--- config.mk ---
export PLATFORM = sky130hd
export DESIGN_NAME = pll_lock_supervisor
export DESIGN_NICKNAME = d
export VERILOG_FILES = /design/src/rtl/pll_sup_pkg.sv /design/src/rtl/pll_lock_supervisor_bit_sync.sv /design/src/rtl/pll_lock_supervisor.sv
export SDC_FILE = /design/constraint.sdc
export NUM_CORES = 1
export LEC_CHECK = 0
export BUFFER_PORTS_ARGS = -buffer_cell sky130_fd_sc_hd__buf_2
export CAP_MARGIN = 20
export CORE_ASPECT_RATIO = 1.5
export CORE_MARGIN = 10
export CORE_UTILIZATION = 40
export CTS_CLUSTER_SIZE = 30
export DETAILED_ROUTE_END_ITERATION = 10
export GPL_TIMING_DRIVEN = 0
export PLACE_DENSITY = 0.68
export SETUP_SLACK_MARGIN = 0.5
export SYNTH_ARGS = -nofsm -noshare
export SYNTH_HDL_FRONTEND = slang
export SYNTH_SLANG_ARGS = --single-unit
export TNS_END_PERCENT = 100
--- constraint.sdc ---
create_clock -name clk -period 2.2 [get_ports clk]
set_input_delay 0.44 -clock clk [delete_from_list [all_inputs] [get_ports clk]]
set_output_delay 0.44 -clock clk [all_outputs]
set_load 0.005 [all_outputs]
--- src/rtl/pll_sup_pkg.sv ---
// Shared state encoding and elaboration helpers for the PLL lock supervisor.
package pll_sup_pkg;

  typedef enum logic [2:0] {
    WAIT_LOCK,
    PLL_RST,
    STABILIZE,
    HOLD,
    RUN
  } pll_sup_state_e;

  // Bits needed to count 0..value-1; never less than one.
  function automatic int clog2(input int value);
    int width;
    width = 1;
    while ((1 << width) < value) begin
      width++;
    end
    return width;
  endfunction

  function automatic int max2(input int a, input int b);
    return (a > b) ? a : b;
  endfunction

endpackage

--- src/rtl/pll_lock_supervisor_bit_sync.sv ---
// Multi-flop synchronizer for a single asynchronous level; output lags input by STAGES edges.
module bit_sync #(
  parameter int STAGES = 2
) (
  input  logic clk,
  input  logic rst_n,
  input  logic d_i,
  output logic q_o
);

  logic [STAGES-1:0] sync_q;

  always_ff @(posedge clk) begin
    if (!rst_n) begin
      sync_q <= '0;
    end else begin
      sync_q <= {sync_q[STAGES-2:0], d_i};
    end
  end

  assign q_o = sync_q[STAGES-1];

endmodule

--- src/rtl/pll_lock_supervisor.sv ---
// Sequences the 100 MHz system reset from the asynchronous rPLL LOCK and pulses PLL RESET on lock timeout.
// Define PLL_SUP_RELOCK_CNT_EN to build the saturating relock counter output relock_cnt_o.
module pll_lock_supervisor
  import pll_sup_pkg::*;
#(
  parameter int SYNC_STAGES    = 2,
  parameter int STABLE_CYCLES  = 1024,
  parameter int HOLD_CYCLES    = 16,
  parameter int LOCK_TIMEOUT   = 100000,
  parameter int PLL_RST_CYCLES = 8,
  parameter int CNT_W          = 8
) (
  input  logic             clk,
  input  logic             rst_n,
  input  logic             pll_lock_i,
  input  logic             soft_rst_req_i,
  input  logic             clr_lost_i,
  output logic             pll_reset_o,
  output logic             sys_rst_n_o,
  output logic             ready_o,
  output logic             lock_lost_o
`ifdef PLL_SUP_RELOCK_CNT_EN
  ,
  output logic [CNT_W-1:0] relock_cnt_o
`endif
);

  localparam int TMR_W = clog2(max2(max2(STABLE_CYCLES, HOLD_CYCLES),
                                    max2(LOCK_TIMEOUT, PLL_RST_CYCLES)));

  localparam logic [TMR_W-1:0] WAIT_LAST   = TMR_W'(LOCK_TIMEOUT - 1);
  localparam logic [TMR_W-1:0] PRST_LAST   = TMR_W'(PLL_RST_CYCLES - 1);
  localparam logic [TMR_W-1:0] STABLE_LAST = TMR_W'(STABLE_CYCLES - 1);
  localparam logic [TMR_W-1:0] HOLD_LAST   = TMR_W'(HOLD_CYCLES - 1);

  if (SYNC_STAGES < 2) begin : g_bad_sync_stages
    $error("pll_lock_supervisor: SYNC_STAGES must be at least 2");
  end
  if ((STABLE_CYCLES < 1) || (HOLD_CYCLES < 1) || (LOCK_TIMEOUT < 1) ||
      (PLL_RST_CYCLES < 1) || (CNT_W < 1)) begin : g_bad_counts
    $error("pll_lock_supervisor: cycle counts and CNT_W must be at least 1");
  end

  logic           lock_s;
  pll_sup_state_e state_q, state_d;
  logic [TMR_W-1:0] timer_q, timer_d;
  logic           lost_set;
  logic           lock_lost_q, lock_lost_d;
  logic           sys_rst_n_q, ready_q, pll_reset_q;

  bit_sync #(
    .STAGES (SYNC_STAGES)
  ) u_lock_sync (
    .clk   (clk),
    .rst_n (rst_n),
    .d_i   (pll_lock_i),
    .q_o   (lock_s)
  );

  always_comb begin
    state_d  = state_q;
    timer_d  = timer_q + TMR_W'(1);
    lost_set = 1'b0;
    case (state_q)
      WAIT_LOCK: begin
        if (lock_s) begin
          state_d = STABILIZE;
        end else if (timer_q == WAIT_LAST) begin
          state_d = PLL_RST;
        end
      end
      PLL_RST: begin
        if (timer_q == PRST_LAST) begin
          state_d = WAIT_LOCK;
        end
      end
      STABILIZE: begin
        if (!lock_s) begin
          state_d = WAIT_LOCK;
        end else if (timer_q == STABLE_LAST) begin
          state_d = HOLD;
        end
      end
      HOLD: begin
        if (!lock_s) begin
          state_d = WAIT_LOCK;
        end else if (timer_q == HOLD_LAST) begin
          state_d = RUN;
        end
      end
      RUN: begin
        // Timer is idle here so it never wraps during long runs.
        timer_d = '0;
        if (!lock_s) begin
          state_d  = WAIT_LOCK;
          lost_set = 1'b1;
        end else if (soft_rst_req_i) begin
          state_d = HOLD;
        end
      end
      default: begin
        state_d = WAIT_LOCK;
      end
    endcase
    if (state_d != state_q) begin
      timer_d = '0;
    end
    lock_lost_d = lost_set | (lock_lost_q & ~clr_lost_i);
  end

  // Outputs are registered from next state so they move on the same edge as the state.
  always_ff @(posedge clk) begin
    if (!rst_n) begin
      state_q     <= WAIT_LOCK;
      timer_q     <= '0;
      lock_lost_q <= 1'b0;
      sys_rst_n_q <= 1'b0;
      ready_q     <= 1'b0;
      pll_reset_q <= 1'b0;
    end else begin
      state_q     <= state_d;
      timer_q     <= timer_d;
      lock_lost_q <= lock_lost_d;
      sys_rst_n_q <= (state_d == RUN);
      ready_q     <= (state_d == RUN);
      pll_reset_q <= (state_d == PLL_RST);
    end
  end

  assign pll_reset_o = pll_reset_q;
  assign sys_rst_n_o = sys_rst_n_q;
  assign ready_o     = ready_q;
  assign lock_lost_o = lock_lost_q;

`ifdef PLL_SUP_RELOCK_CNT_EN
  logic [CNT_W-1:0] relock_cnt_q, relock_cnt_d;

  always_comb begin
    relock_cnt_d = relock_cnt_q;
    if (lost_set && (relock_cnt_q != {CNT_W{1'b1}})) begin
      relock_cnt_d = relock_cnt_q + CNT_W'(1);
    end
  end

  always_ff @(posedge clk) begin
    if (!rst_n) begin
      relock_cnt_q <= '0;
    end else begin
      relock_cnt_q <= relock_cnt_d;
    end
  end

  assign relock_cnt_o = relock_cnt_q;
`endif

endmodule
==> flow_metrics.tcl <==
set metrics [dict create \
    pwr-share-comb_pct 5.1 \
    ant_nets 0 \
    drt_iter0_markers 67 \
    die-area_um2 5630 \
    p_int_uw 606 \
    hold-path-endpoint "u_lock_sync.sync_q[0]" \
    drc_errors 0 \
    skew_ns 0.00600 \
    worstPathArrival_ns 1.98 \
    drtPass1Iterations 4 \
    gr-usage-all-layers_pct 9.90 \
    htreeDepth 1 \
    finalPower_uw 775 \
    num_vias 1072 \
    max_freq_ghz 0.549 \
    core-area_um2 2880 \
    min_path_cells 2 \
    ys_seq_area_share_pct 41.8 \
    synth-seq-cells 25 \
    synth_ff_type "dfxtp_1" \
    power_density_nw_per_um2 529 \
    r2r-end "timer_q[3]" \
    path_max_fanout 9 \
    cts_buffers 3 \
    multi_input_area_um2 726 \
    fp-row-count 24 \
    async_flop_share_pct 0 \
    worst_r2r_path_depth 8 \
    wl_met1_um 1040 \
    fill_cells 291 \
    synth.top_cells.by_area "dfxtp_1, xor2_1, nor3_1" \
    drive_above_1_share_pct 25.0 \
    drv_slew 0 \
    clk_pin_slew_worst_paths_ns 0.08 \
    dpl.hpwl_um 1880 \
    hp-class "input pin to flip-flop" \
    synthesis.area_um2 1200 \
    slew_headroom_pct 69.6 \
    ir_drop_v 0.000385 \
    p_sw_share_pct 21.8 \
    setup_viol 0 \
    ioPinCount 9 \
    critical_path_class "flip-flop to flip-flop" \
    area_growth_pct 22.1 \
    synth_cell_types 33 \
    clkPwrFrac_pct 34.6 \
    cts_sinks 25 \
    ctsHoldBuffers 0 \
    diodes 0 \
    crit_start "timer_q[1]" \
    antenna_found_initial 0 \
    grt_max_degree 15 \
    dr.max_layer_used "met4" \
    wl_met3_um 131 \
    period_needed_ns 1.82 \
    fin_crit_sh_pct 82.8 \
    status "complete, no violations" \
    fin_setup_tns_ns 0 \
    first_global_vias 1093 \
    crit_path_end_kind "flip-flop" \
    rrSetupSlack_ns 0.38 \
    worstSetupStartpointType "flip-flop" \
    grt-ovfl-total 0 \
    die_y_um 87.0 \
    clock_latency_ns 0.26 \
    synth_fp_nets 142 \
    worstHoldStart "pll_lock_i" \
    gp_congestion 0.809 \
    cap_violations 0 \
    synth_top_area_share_pct 41.8 \
    die_w_um 64.7 \
    wl_per_cell_um 13.9 \
    rsz0062_at_grt "true" \
    yosys_warnings 0 \
    tritoncts "yes" \
    drt-total-wl_um 2660 \
    port_buffers 7 \
    r2r-start "timer_q[1]" \
    synth_top_cell_by_area "dfxtp_1" \
    wl_met2_um 1450 \
    seq_power_share_pct 60.3 \
    synth.avg_cell_area_um2 8.81 \
    hold_violations 0 \
    clockBufferDepth 2 \
    start_util_pct 41.6 \
    syn_inst 136 \
    viasPerCell 5.61 \
    worst_pin_slew_ns 0.454 \
    seq_area_um2 503 \
    cp.required_ns 2.35 \
    clock-root-buffer "clkbuf_8" \
    grt_first_pass_wirelength_um 4690 \
    p_leak_nw 0.503 \
    synth-edff-count 0 \
    netSwitchingPower_uw 169 \
    fin_nets 159 \
]
[power groups by stage]
stage / Combinational (mW) / Clock, mW / Sequential, mW
final: 0.0398 / 0.268 / 0.467
after global routing: 0.0459 / 0.295 / 0.468
after CTS: 0.0349 / 0.276 / 0.467
after detailed placement: 0.0325 / 0 / 0.478
after global placement: 0.0312 / 0 / 0.477
after floorplan: 0.0229 / 0 / 0.476
[cell families after synthesis]
| family | after synthesis | synth area share [%] |
|---|---|---|
| xor+xnor | 15 | 11.0 |
| buf+inv | 9 | 3.65 |
| compound gates | 13 | 8.56 |
| simple gates | 72 | 33.1 |
| fa+ha+maj | 1 | 1.04 |
| mux | 1 | 0.939 |
| flops | 25 | 41.8 |
[worst max-delay path, cell delays in order, from the launching register on]
cell and delay [ns]:
dfxtp_2 0.36, ha_4 0.15, and3_4 0.18, buf_6 0.09
nand4b_1 0.14, o31a_1 0.30, a211oi_4 0.28, buf_12 0.16
nor3_1 0.05
[how the worst max path moves through the flow]
stage	endpoint	slack, ns	cells after the start
2_1_floorplan	timer_q[1]	0.48	7
3_3_place_gp	timer_q[16]	0.12	6
6_report	timer_q[3]	0.38	8
4_1_cts	timer_q[1]	0.38	8
5_1_grt	timer_q[1]	0.30	8
3_5_place_dp	timer_q[0]	0.13	6
[final cells by class]
type | instances | area share (%)
Multi-Input combinational cell | 102 | 49.6
Clock inverter | 1 | 0.342
Tap cell | 39 | 3.33
Clock buffer | 3 | 2.82
Inverter | 2 | 0.513
Timing Repair Buffer | 12 | 5.81
Sequential cell | 25 | 34.4
Buffer | 7 | 3.25
[metrics by stage]
step                instances  utilization (%)  setup WS (ns)  hold slack, ns  area [um^2]
floorplan                 136                -          0.485           0.412         1220
global placement          182             45.3          0.121           0.423         1310
detailed placement        182             45.3          0.126           0.422         1310
CTS                       190             49.1          0.376           0.389         1420
global route              191             50.8          0.304           0.406         1460
finish                    191             50.8          0.377           0.385         1460
[synthesized netlist by cell type (2+ instances only)]
library cell  instances
nand2_1               7
clkbuf_1              3
and4_2                2
o21ai_0               2
nand4_1               7
dfxtp_1              25
xnor2_1               6
buf_2                 2
and4_1                2
nor2b_1               3
nand4b_1              3
a21oi_1               4
inv_1                 2
buf_4                 2
nor3b_1               2
nand3_1              10
nor3_1               14
nor2_1               12
and2_1                2
and3_1                4
o21a_1                2
xor2_1                9
[timing repair]
action,4_1_cts,5_1_grt
endpoints found under the setup margin,19,19
resized for setup,4,11
pin swaps,2,4
setup buffers,4,1
[layout by cell type, fill, tap and decap left out, types with 2 or more instances in the layout]
| master | instances |
|---|---|
| clkbuf_8 | 3 |
| buf_6 | 2 |
| inv_1 | 2 |
| buf_2 | 8 |
| o21a_1 | 2 |
| o21ai_0 | 2 |
| and3_1 | 3 |
| nor2_1 | 12 |
| nand4_1 | 7 |
| nand2_1 | 7 |
| nand4b_1 | 3 |
| dfxtp_1 | 23 |
| clkbuf_1 | 2 |
| buf_4 | 5 |
| and2_1 | 2 |
| xor2_1 | 9 |
| and4_1 | 2 |
| dfxtp_2 | 2 |
| a21oi_1 | 2 |
| nor2b_1 | 3 |
| a21oi_2 | 2 |
| nand3_1 | 10 |
| nor3_1 | 13 |
| xnor2_1 | 6 |
[state kept, by name, indices dropped and copies added, names as in the netlist]
register            flops
lock_lost_o             1
pll_reset_o             1
ready_o                 1
state_q                 3
timer_q                17
u_lock_sync.sync_q      2
[metal layers]
layer	vias up	global-route usage, %
li1	519	-
met1	524	9.38
met2	25	19.4
met3	4	2.19
met4	0	4.30
met5	-	0
Note: power is estimated with default switching activity, not from simulation.
